### config.mk
export PLATFORM = sky130hd
export DESIGN_NAME = aftab_llu_arbiter
export DESIGN_NICKNAME = d
export VERILOG_FILES = /design/src/rtl/aftab_llu_arbiter.sv
export SDC_FILE = /design/constraint.sdc
export NUM_CORES = 1
export LEC_CHECK = 0
export CAP_MARGIN = 20
export CORE_ASPECT_RATIO = 1.1
export CORE_MARGIN = 3
export CORE_UTILIZATION = 35
export DETAILED_ROUTE_END_ITERATION = 12
export PLACE_DENSITY = 0.76
export SYNTH_ARGS = -nofsm -noshare
export SYNTH_HDL_FRONTEND = slang
export SYNTH_SLANG_ARGS = --single-unit
### constraint.sdc
create_clock -name clk -period 3.4 [get_ports clk]
set_input_delay 0.68 -clock clk [delete_from_list [all_inputs] [get_ports clk]]
set_output_delay 0.68 -clock clk [all_outputs]
set_load 0.005 [all_outputs]
### src/rtl/aftab_llu_arbiter.sv
// aftab_llu_arbiter
// Shares one combinational logic unit (LLU) between the core datapath
// (requester 0) and the debugger (requester 1). One operation is in flight at
// a time. Each operation goes through grant, issue and hold, and the result is
// held until the owning requester consumes it. A 1-bit pointer alternates
// priority when both requesters ask in the same cycle.
module aftab_llu_arbiter #(
  parameter int size = 32
) (
  input  logic            clk,
  input  logic            rst,
  input  logic            req0_valid,
  input  logic            req1_valid,
  output logic            req0_ready,
  output logic            req1_ready,
  input  logic [size-1:0] req0_a,
  input  logic [size-1:0] req0_b,
  input  logic [size-1:0] req1_a,
  input  logic [size-1:0] req1_b,
  input  logic [1:0]      req0_sel,
  input  logic [1:0]      req1_sel,
  output logic [size-1:0] llu_a,
  output logic [size-1:0] llu_b,
  output logic [1:0]      llu_sel,
  input  logic [size-1:0] llu_result,
  output logic            resp0_valid,
  output logic            resp1_valid,
  input  logic            resp0_ready,
  input  logic            resp1_ready,
  output logic [size-1:0] result
);

  typedef enum logic [1:0] {
    IDLE  = 2'b00,
    ISSUE = 2'b01,
    HOLD  = 2'b10
  } state_t;

  state_t          r_state;
  state_t          w_state_nxt;
  logic            r_ptr;          // requester favoured on a tie
  logic            r_gnt;          // owner of the operation in flight
  logic [size-1:0] r_a;
  logic [size-1:0] r_b;
  logic [1:0]      r_sel;
  logic [size-1:0] r_result;
  logic            r_resp0_valid;
  logic            r_resp1_valid;

  logic            w_accept;       // a request is taken on this edge
  logic            w_gnt;          // requester chosen this cycle
  logic            w_done;         // owner consumes the held result on this edge

  // Next state, grant choice and request handshakes.
  always_comb begin
    // NOTE: every signal written here gets a default first so no path through
    // the case leaves it unassigned, which would infer a latch.
    w_state_nxt = r_state;
    w_accept    = 1'b0;
    w_gnt       = r_ptr;
    w_done      = 1'b0;
    req0_ready  = 1'b0;
    req1_ready  = 1'b0;
    unique case (r_state)
      IDLE: begin
        // Readies are gated by rst so nothing is offered while reset is held.
        if (rst && (req0_valid || req1_valid)) begin
          w_accept    = 1'b1;
          w_gnt       = (req0_valid && req1_valid) ? r_ptr : req1_valid;
          req0_ready  = ~w_gnt;
          req1_ready  = w_gnt;
          w_state_nxt = ISSUE;
        end
      end
      ISSUE: begin
        w_state_nxt = HOLD;
      end
      HOLD: begin
        // Only the owner's ready counts; the other requester is ignored.
        if (r_gnt ? resp1_ready : resp0_ready) begin
          w_done      = 1'b1;
          w_state_nxt = IDLE;
        end
      end
      default: begin
        w_state_nxt = IDLE;
      end
    endcase
  end

  // State register; reset aborts any operation in flight.
  always_ff @(posedge clk or negedge rst) begin
    // NOTE: sequential state uses non-blocking assignments so every flop
    // samples pre-edge values regardless of block ordering.
    if (!rst) begin
      r_state <= IDLE;
    end else begin
      r_state <= w_state_nxt;
    end
  end

  // Operand capture, result register, response flags and priority pointer.
  always_ff @(posedge clk or negedge rst) begin
    // NOTE: datapath registers are reset too, because the LLU drive and the
    // result output must read zero while reset is held.
    if (!rst) begin
      r_ptr         <= 1'b0;
      r_gnt         <= 1'b0;
      r_a           <= '0;
      r_b           <= '0;
      r_sel         <= 2'b00;
      r_result      <= '0;
      r_resp0_valid <= 1'b0;
      r_resp1_valid <= 1'b0;
    end else begin
      if (w_accept) begin
        r_gnt <= w_gnt;
        r_a   <= w_gnt ? req1_a   : req0_a;
        r_b   <= w_gnt ? req1_b   : req0_b;
        r_sel <= w_gnt ? req1_sel : req0_sel;
      end
      if (r_state == ISSUE) begin
        r_result      <= llu_result;
        r_resp0_valid <= ~r_gnt;
        r_resp1_valid <= r_gnt;
      end
      if (w_done) begin
        r_resp0_valid <= 1'b0;
        r_resp1_valid <= 1'b0;
        r_ptr         <= ~r_gnt;
      end
    end
  end

  // The LLU only ever sees registered operands, never live request inputs.
  assign llu_a       = r_a;
  assign llu_b       = r_b;
  assign llu_sel     = r_sel;
  assign result      = r_result;
  assign resp0_valid = r_resp0_valid;
  assign resp1_valid = r_resp1_valid;

endmodule

# After elaboration in Yosys (flattened, before gate mapping)
# Cells that the tools add are included.
# classes
n_mux,22
n_bitwise,2
n_eq_ne,4
reduce_logical,6
# op_table
cell,n
32-bit two-way mux,2
1-bit two-way mux,16
2-bit two-way mux,3
2-bit one-hot mux with 3 select lines,1
2-bit inequality test (second input constant),2
2-bit by 1-bit == test with 1-bit output (second input constant),1
2-bit == test (second input constant),1
1-bit logical AND,2
2-bit zero test,1
1-bit inverter,2
2-bit AND reduction,1
2-bit nonzero test,1
1-bit logical OR,1
# totals
elab_cells,43
output_inout_bits,102
inputBits,170
reg_bits,104

# Longest topological paths before layout
# depth
ltp_word,5
mapped_depth,6
ltp_nobuf,3

# Least setup slack after synthesis
# No wires, ideal clock.
# synth_timing
path_kind,input port to output port
start,input rst
end,output req1_ready
path_slack_ns,0.982
t_required_ns,2.720
arrival_time_ns,1.738
cell_stages,5
path_buffers,3
cell_sequence,or3b_1 clkbuf_1 buf_2 buf_2 nor3b_1
# synth_between
elab_chain_cells,3
# synth_lines
item,line,rtl
from (decl),11,"input logic rst,"
1-bit logical AND,67,if (rst && (req0_valid || req1_valid)) begin
1-bit two-way mux,67,
1-bit two-way mux,64,unique case (r_state)
to (decl),15,"output logic req1_ready,"
# No other way between the ends.

# Final worst setup path
# layout_timing
start,input req0_valid
end,output req1_ready
# layout_between
elab_chain_cells,4
word_cells_on_any_way,6
classes_between,3 x mux; 3 x reduce/logical
# layout_lines
item,line,rtl
from (decl),12,"input logic req0_valid,"
1-bit logical AND or 1-bit logical OR (tied branches),"69, 67",
1-bit two-way mux or 1-bit logical AND (tied branches),"69, 67",
1-bit two-way mux (*),67,
1-bit two-way mux (*),64,
# Mark *: on every way between the ends. The rest lies on a longest branch, timed or not.

==> metrics.yaml <==
status: "finished, final reports clean"
final_nets: 821
peakVddDrop_v: 0.000292
max_freq_mhz: 348
die_x_um: 115
drive_gt1_frac: 0.0960
period_minus_slack_ns: 2.87
diodes: 0
p_sw_frac: 0.299
critPathSlowestCell: "clkdlybuf4s50_1"
io_pins: 272
tightest_slew_ns: 0.959
seq_area_frac_synth: 0.570
switching_power_uw: 1770
grt_pass1_vias: 4649
synth_fp_nets: 571
start_kind: "input pin"
vias_per_cell: 5.31
report.final.hold_viol_count: 0
slowest_delay_ns: 0.59
root_buffer: "clkbuf_16"
synth_cell_types: 22
drt_pre_antenna_iters: 4
worstPathMaxFanout: 3
syn_inst: 401
pwr-share-seq: 0.374
post_drt_wl_per_cell_um: 18.6
nFillCells: 1057
finalCritPeriodShare: 0.845
p_comb_frac: 0.449
p_leak_uw: 0.00315
final_cell_mix: "269 x clkdlybuf4s50_1, 104 x dfrtp_1, 70 x nand2_1"
drt-initial-drc-count: 248
final_common_cell: "clkdlybuf4s50_1"
slew_headroom: 0.359
post_cts_resize_count: 0
antenna_found_initial: 0
cts_tree: "built"
maxCapViolations: 0
crit_required_ns: 2.72
cp.arrival_ns: 2.19
p_int_uw: 4160
place_congestion: 0.802
ff2ff_path_depth: 4
numClockSinks: 104
syn_area_um2: 4560
place_ws_ns: 0.504
htree_levels: 3
maxSlewViolCount: 0
vias: 4317
grt_max_degree: 67
clkPwrFrac: 0.177
post-cts-setup-buffer-count: 0
crit_path_end_kind: "primary output"
cts_buffer_depth: 2
core_um2: 12700
rows: 43
numPortBuffers: 271
path_common_cell: "clkdlybuf4s50_1"
rsz0062_at_grt: "no"
ys_ff_latch: 104
start_util: 0.359
clock_latency_ns: 0.34
gr-total-overflow: 0
setup_tns_ns: 0
synth_warnings: 0
cp_cell_sequence: "clkdlybuf4s50_1 > nor2b_4 > nor3b_1 > clkdlybuf4s50_1"
wl_um: 15100
finalSetupViolCount: 0
avgSynthCellArea_um2: 11.4
cts_hold_buffers: 0
syn_to_final_growth_pct: 68.1
dieHeight_um: 126
grt_pass1_wl_um: 23600
grt_usage: 0.205
clkTransAtPathRegs_ns: 0.07
setup_ws_ns: 0.528
powerDensity_nw_per_um2: 773
fin_worst_skew_ns: 0.00515
dieArea_um2: 14400
drtAntennaViolNets: 0
dpl.hpwl_um: 10900
drc_errors: 0
critPathKind: "in -> out"
cts_made_buffers: 9
hold_path.class: "in -> async"
## cell type report
class                           instances  area (um^2)  share of cell area
Clock buffer                            9          225              0.0293
Clock inverter                          7         78.8              0.0103
Inverter                                2         7.51            0.000978
Multi-Input combinational cell        254         1780               0.232
Sequential cell                       104         2600               0.339
Tap cell                              157          196              0.0256
Timing Repair Buffer                  280         2790               0.363
## flip-flops by register name, indices dropped and copies added, names as in the netlist
register	cells
llu_a	32
llu_b	32
llu_sel	2
r_gnt	1
r_ptr	1
r_state	2
resp0_valid	1
resp1_valid	1
result	32
## power by group through the flow
stage	clock, uW	combinational (uW)	sequential, uW
after floorplan	0	1010	2220
after global placement	0	2640	2200
after detailed placement	0	2710	2220
after CTS	1080	2700	2220
after global routing	1120	2850	2300
final	1050	2670	2220
## path summary, 6_finish.rpt
check                                             from                      to  slack, ns
worst max-delay path                        req0_valid              req1_ready       0.53
min in group clk                result[31]$_DFFE_PN0N_  result[31]$_DFFE_PN0N_       0.50
worst min-delay path                               rst   llu_a[31]$_DFFE_PN0P_       0.47
worst min register to register  result[31]$_DFFE_PN0N_  result[31]$_DFFE_PN0N_       0.50
worst max register to register  r_state[0]$_DFFE_PN0P_   llu_b[18]$_DFFE_PN0P_       1.25
max in group asynchronous                          rst  result[31]$_DFFE_PN0N_       1.79
## cells by family after synthesis
group | synth area share
simple gates | 0.145
buf+inv | 0.0441
compound gates | 0.162
flops | 0.570
mux | 0.0789
## through the flow
stage          cell area (um^2)  instances  hold WS, ns  total power [uW]  utilization
2_1_floorplan              4560        401        0.384              3230            -
3_3_place_gp               7370        797        0.487              4840        0.581
3_5_place_dp               7370        797        0.491              4930        0.581
4_1_cts                    7670        813        0.483              6000        0.604
5_1_grt                    7670        813        0.519              6260        0.604
6_report                   7670        813        0.467              5930        0.604
## cells in the mapped netlist
master / count / area (um^2)
dfrtp_1: 104 / 2600
nand2_1: 70 / 263
a221o_1: 66 / 661
nor3_1: 66 / 330
mux2_2: 32 / 360
clkbuf_1: 26 / 97.6
buf_2: 8 / 40.0
a21oi_1: 5 / 25.0
buf_6: 4 / 45.0
buf_1: 3 / 11.3
nor2b_1: 3 / 18.8
inv_1: 2 / 7.51
nand3b_1: 2 / 15.0
o21ai_0: 2 / 10.0
a21o_1: 1 / 7.51
a221oi_1: 1 / 8.76
a311oi_1: 1 / 8.76
nand2b_1: 1 / 6.26
nand4bb_1: 1 / 11.3
nor3b_1: 1 / 7.51
o21bai_4: 1 / 18.8
or3b_1: 1 / 8.76
## routing by layer
| layer | wire length (um) | part of all wire | track usage | up-vias |
|---|---|---|---|---|
| li1 | - | - | - | 1995 |
| met1 | 5930 | 0.39 | 0.246 | 2092 |
| met2 | 7620 | 0.50 | 0.353 | 203 |
| met3 | 1140 | 0.075 | 0.0442 | 27 |
| met4 | 428 | 0.028 | 0.0836 | 0 |
| met5 | 0 | 0 | 0 | - |
## worst max-delay path, delay by kind of cell
kind	cells	cell delay, ns
and+or+nand+nor	2	0.44
buffers and inverters	2	1.07
Power figures use the tool's default switching activity.
